**config.mk**
```make
export PLATFORM = sky130hd
export DESIGN_NAME = mips_reg_file
export DESIGN_NICKNAME = d
export VERILOG_FILES = /design/src/rtl/mips_pkg.sv /design/src/rtl/mips_reg_read_port.sv /design/src/rtl/mips_reg_file.sv
export SDC_FILE = /design/constraint.sdc
export NUM_CORES = 2
export LEC_CHECK = 0
export CAP_MARGIN = 20
export CORE_AREA = 10 10 339 341
export DETAILED_ROUTE_END_ITERATION = 7
export DIE_AREA = 0 0 349 351
export PLACE_DENSITY = 0.77
export SLEW_MARGIN = 20
export SYNTH_ARGS = -nofsm -noshare
export SYNTH_HDL_FRONTEND = slang
export SYNTH_HIERARCHICAL = 1
export SYNTH_SLANG_ARGS = --single-unit
```
**constraint.sdc**
```tcl
create_clock -name clk -period 45.6 [get_ports clk]
set_input_delay 4.56 -clock clk [delete_from_list [all_inputs] [get_ports clk]]
set_output_delay 4.56 -clock clk [all_outputs]
set_load 0.02 [all_outputs]
```
**src/rtl/mips_pkg.sv**
```systemverilog
// Shared MIPS datapath types, register-file defaults and ALU op encodings.
// Build option: REG_BYPASS_EN turns on write-through on the rs/rt read ports.
package mips_pkg;

    localparam int DATA_W = 32;
    localparam int ADDR_W = 5;

    typedef logic [4:0]  reg_idx_t;
    typedef logic [31:0] word_t;

    localparam reg_idx_t REG_ZERO = 5'd0;

    typedef enum logic [2:0] {
        ALU_ADD  = 3'b000,
        ALU_SUB  = 3'b001,
        ALU_OR   = 3'b010,
        ALU_AND  = 3'b011,
        ALU_NOR  = 3'b101,
        ALU_NOT  = 3'b110,
        ALU_HOLD = 3'b111
    } alu_op_t;

`ifdef REG_BYPASS_EN
    localparam bit BYPASS_EN = 1'b1;
`else
    localparam bit BYPASS_EN = 1'b0;
`endif

endpackage

```
**src/rtl/mips_reg_read_port.sv**
```systemverilog
// One combinational register-file read port: index mux, $0 force and
// optional same-cycle write-through from the write port.
module mips_reg_read_port
    import mips_pkg::*;
#(
    parameter int DATA_W = mips_pkg::DATA_W,
    parameter int ADDR_W = mips_pkg::ADDR_W,
    parameter bit BYPASS = mips_pkg::BYPASS_EN
) (
    input  logic [ADDR_W-1:0]                   rd_addr,
    input  logic [2**ADDR_W-1:0][DATA_W-1:0]    regs,
    input  logic                                wr_en,
    input  logic [ADDR_W-1:0]                   wr_addr,
    input  logic [DATA_W-1:0]                   wr_data,
    output logic [DATA_W-1:0]                   rd_data
);

    always_comb begin
        rd_data = regs[rd_addr];
        if (BYPASS && wr_en && (wr_addr != '0) && (wr_addr == rd_addr))
            rd_data = wr_data;
        // $0 wins over both storage and bypass.
        if (rd_addr == '0)
            rd_data = '0;
    end

endmodule

```
**src/rtl/mips_reg_file.sv**
```systemverilog
// 32 x 32 MIPS register file: two combinational read ports (rs, rt), one write
// port, registered debug readout and a saturating write counter. Option: REG_BYPASS_EN.
module mips_reg_file
    import mips_pkg::*;
#(
    parameter int                DATA_W    = mips_pkg::DATA_W,
    parameter int                ADDR_W    = mips_pkg::ADDR_W,
    parameter logic [DATA_W-1:0] RESET_VAL = '0
) (
    input  logic              clk,
    input  logic              rst,
    input  logic [ADDR_W-1:0] rs_addr,
    input  logic [ADDR_W-1:0] rt_addr,
    output logic [DATA_W-1:0] rs_data,
    output logic [DATA_W-1:0] rt_data,
    input  logic              wr_en,
    input  logic [ADDR_W-1:0] wr_addr,
    input  logic [DATA_W-1:0] wr_data,
    input  logic [ADDR_W-1:0] dbg_addr,
    output logic [DATA_W-1:0] dbg_data,
    output logic [15:0]       wr_count
);

    localparam int DEPTH    = 2**ADDR_W;
    localparam int NUM_PORTS = 2;

    logic [DEPTH-1:0][DATA_W-1:0]     regs;
    logic [NUM_PORTS-1:0][ADDR_W-1:0] rd_addr;
    logic [NUM_PORTS-1:0][DATA_W-1:0] rd_data;
    logic                             wr_commit;

    assign wr_commit = wr_en && (wr_addr != '0);

    // Entry 0 is held at zero so the array never carries a stray value there.
    always_ff @(posedge clk or posedge rst) begin
        if (rst) begin
            regs[0] <= '0;
            for (int i = 1; i < DEPTH; i++)
                regs[i] <= RESET_VAL;
        end else if (wr_commit) begin
            regs[wr_addr] <= wr_data;
        end
    end

    always_ff @(posedge clk or posedge rst) begin
        if (rst)
            wr_count <= '0;
        else if (wr_commit && (wr_count != 16'hFFFF))
            wr_count <= wr_count + 16'd1;
    end

    // Samples storage before this edge's write lands, so it shows the old value.
    always_ff @(posedge clk or posedge rst) begin
        if (rst)
            dbg_data <= '0;
        else
            dbg_data <= (dbg_addr == '0) ? '0 : regs[dbg_addr];
    end

    assign rd_addr = {rt_addr, rs_addr};

    for (genvar p = 0; p < NUM_PORTS; p++) begin : g_rd_port
        mips_reg_read_port #(
            .DATA_W (DATA_W),
            .ADDR_W (ADDR_W),
            .BYPASS (BYPASS_EN)
        ) u_rd_port (
            .rd_addr (rd_addr[p]),
            .regs    (regs),
            .wr_en   (wr_en),
            .wr_addr (wr_addr),
            .wr_data (wr_data),
            .rd_data (rd_data[p])
        );
    end

    assign rs_data = rd_data[0];
    assign rt_data = rd_data[1];

endmodule

```
# Word-level counts from Yosys, hierarchy flattened
# Index checks and enable logic that the tools add are counted.
# totals
reg_bits,1072
output_inout_bits,112
# classes
reduce_logical,7
magnitude_cmp,5
eq_ne,1
n_addsub,1
n_mux,12
# ops
cell,n
1024-bit bitwise mux,1
32-bit binary-select mux with 5-bit select,3
32-bit 2-to-1 mux,7
32-bit demux with 5-bit select,1
"5-bit by 6-bit less-than comparator with 1-bit output, second input constant",4
"16-bit by 1-bit adder with 16-bit output, second input constant",1
"16-bit != test, second input constant",1
5-bit zero test,3
"5-bit by 1-bit greater-or-equal comparator with 1-bit output, second input constant",1
5-bit nonzero test,1
1-bit logical AND,3

# Depth between registers and ports, before layout
# depth
word_depth,5
ltp_mapped,7

# Hierarchy
# Netlist, hierarchy kept.
# by_module_without_submodules
module,instances,cells_per_inst,area_each_um2
mips_reg_file,1,3061,47724.5
mips_reg_read_port,2,664,8368.0

# Worst setup path before layout
# No wires, ideal clock.
# synth_path
path_kind,in2out
from,input rs_addr[0]
to,output rs_data[13]
path_slack_ns,34.911
cell_stages,7
arrival_ns,6.129
path_cell_list,buf_4 -> inv_2 -> buf_4 -> buf_4 -> clkbuf_1 -> o2111ai_1 -> a311oi_1
# synth_between
elab_chain_cells,3
# synth_rtl
element,line_no,source
start: declaration,mips_reg_file.sv:12,"input logic [ADDR_W-1:0] rs_addr,"
32-bit binary-select mux with 5-bit select,mips_reg_read_port.sv:19,rd_data = regs[rd_addr];
32-bit 2-to-1 mux (not written as such),mips_reg_read_port.sv:19,
32-bit 2-to-1 mux (*),mips_reg_read_port.sv:23,if (rd_addr == '0)
end: declaration,mips_reg_file.sv:14,"output logic [DATA_W-1:0] rs_data,"
# Every way passes the cells marked *; elsewhere a longest branch is shown, timed or not. The select of a mux whose other input is x is not followed.

# Worst setup path in the final report
# layout_path
from,input rs_addr[1]
to,output rs_data[5]
# Same word-level chain as after synthesis.

==> out/metrics.cfg <==
[outcome]
status = completed

[cts]
cts_resized = 0
path_clk_slew_ns = 0.06
holdBufCountCts = 0
cts_buffers = 113
htreeDepth = 3
clk_root_buffer_cell = clkbuf_16
post_cts_buffers = 0
clkSinkCount = 1072
clk_latency_ns = 0.73
cts_tree = yes
cts_buffer_depth = 3

[synthesis]
synthDistinctLibCells = 55
synth_async_sr_flop_share_pct = 100
synth.net_count = 4445
yosys.area.top_type = dfrtp_1
ys_seq_area_share_pct = 41.6
netlist_area_sq_um = 64500
yosys.cell_count.top_type = mux2_2
yosys_warnings = 6
synth-main-ff-cell = dfrtp_1
synth_top_area_share_pct = 41.6
synthTopCellsByArea = dfrtp_1 42%, mux4_2 23%, mux2_2 19%
ys_ff_latch = 1072
synthTopCellsByCount = 1,088 x mux2_2, 1,072 x dfrtp_1, 672 x mux4_2
syn-instance-count = 4389
syn_area_per_cell_sq_um = 14.7
synth_edf_count = 0

[route]
detail-route-antenna-nets = 0
drc = 0
wire_per_inst_um = 37.6
drtIter0Drc = 6661
vias = 45463
wirelength_mm = 217
firstDrtPassIters = 8
via_per_inst = 7.89

[timing]
tightest_slew_ns = 1.37
period_share_pct = 29.7
fmax_mhz = 73.9
setup-violations-final = 0
fin_skew_ns = 0.0273
tns_ns = 0
whs_ns = 0.415
hold_viol = 0
maxSlewViolCount = 0
rsz0062_at_grt = no
min_period_ns = 13.53
slew_headroom_pct = 8.23

[cells_and_area]
drive_gt1_share_pct = 49.4
nets = 4310
area_delta_synth_final_pct = 8.83
regArea_sq_um = 26800
multi_input_area_sq_um = 35100
fillers = 7776

[grt]
grt_antenna_before_repair = 9
grt_pass1_wl_mm = 316
track_usage_pct = 35.1
grt_pass1_vias = 45275
overflow = 0
grt_max_degree = 165

[power_and_ir_drop]
clockPowerShare_pct = 32.1
power.density_nw_per_um2 = 42.8
leakage_nw = 29.1
seq_power_share_pct = 43.6
p_switching_uw = 881
combPwrFrac_pct = 24.3
max-vdd-ir-drop_uv = 30.7
p_sw_share_pct = 29.3
p_int_mw = 2.12

[floorplan]
pin_count = 167
die_w_um = 349
initial_core_util_pct = 59.6
rows = 121
core_area_sq_um = 108000
die_h_um = 351
die-area_sq_um = 122000

[critical_path]
worstPathMaxFanout = 68
reg2regPathDepth = 4
crit_arrival_ns = 8.97
critPathKind = primary input to output pin
critPathLaunchType = primary input
crit_required_ns = 41.04
end_kind = output pin

[hold_path]
whs_path_depth = 0
hold_class = register to register

[placed_design]
port_buffers = 166
gp_congestion = 0.880
post-dp-hpwl_mm = 122

[flow_run]
drv_cap = 0

## area by class of cell
| cell class | count | area share (%) |
|---|---|---|
| diodes | 5 | 0.0178 |
| repair buffers | 282 | 3.65 |
| multi-input cells | 2778 | 50.0 |
| flip-flops and latches | 1072 | 38.2 |
| well taps | 1414 | 2.52 |
| clock buffers | 155 | 4.59 |
| clock inverters | 51 | 0.876 |
| inverters | 7 | 0.0589 |
## kinds of logic after synthesis
kind of cell / synth area share, %
compound gates: 6.34
xor+xnor: 0.204
fa+ha+maj: 0.0194
buf+inv: 4.25
flops: 41.6
mux: 45.5
simple gates: 2.09
## per-stage QoR
step	instance area (sq um)	setup WS, ns	std cells	power, mW	utilization, %
after floorplan	64500	10.86	4389	1.82	-
after global placement	66300	31.90	5550	2.00	61.3
after detailed placement	66300	31.93	5551	2.03	61.3
after CTS	70100	31.91	5757	2.99	64.9
after global routing	70100	31.81	5762	3.11	64.9
final	70200	32.07	5764	3.00	64.9
## placed cells by master (no fill, tap or decap), types with 26 or more instances in the layout
master,Yosys,layout
dfrtp_1,1072,1072
mux2_2,1088,1088
o21ai_0,56,56
clkdlybuf4s50_1,0,141
o2111ai_1,26,26
mux2i_1,192,192
a221oi_1,71,71
mux4_2,672,672
a22oi_1,96,96
clkinv_2,0,29
a211oi_1,99,99
nand2_1,73,58
a311oi_1,92,92
buf_4,47,109
o21ai_1,110,110
nor2b_1,100,96
clkbuf_16,0,116
## worst max-delay path, cell delays in order
cell and delay, ns:
buf_8 0.56, buf_4 0.79, buf_4 0.80, mux4_2 0.33
nor2b_1 0.13, a211oi_1 0.07, a311oi_1 0.82, buf_4 0.23
clkdlybuf4s50_1 0.60
## worst paths after layout
path	startpoint	slack, ns	endpoint
worst min-delay path	regs[2]	0.42	regs[2]
worst min register to register	regs[2]	0.42	regs[2]
worst max register to register	regs[125]	43.35	dbg_data[29]
min in group asynchronous	rst	4.38	dbg_data[29]
worst max-delay path	rs_addr[1]	32.07	rs_data[5]
max in group asynchronous	rst	37.34	dbg_data[6]
## state kept, by name (all words and copies together) (netlist names)
signal / flops
dbg_data: 32
regs: 1024
wr_count: 16
## per-layer routing
metal  track usage [%]  part of all wire [%]  up-vias
li1                  -                     -    17238
met1              45.3                    35    23607
met2              52.1                    45     3636
met3              9.88                    13      971
met4              23.0                   7.7       11
met5             0.275                 0.045        -
## power groups by stage
stage / Clock (mW) / Sequential, mW / Combinational [mW]
final: 0.964 / 1.31 / 0.728
after global routing: 1.01 / 1.33 / 0.768
after CTS: 0.970 / 1.30 / 0.722
after detailed placement: 0 / 1.31 / 0.718
after global placement: 0 / 1.30 / 0.702
after floorplan: 0 / 1.27 / 0.551
Note: power is estimated with default switching activity, not from simulation.
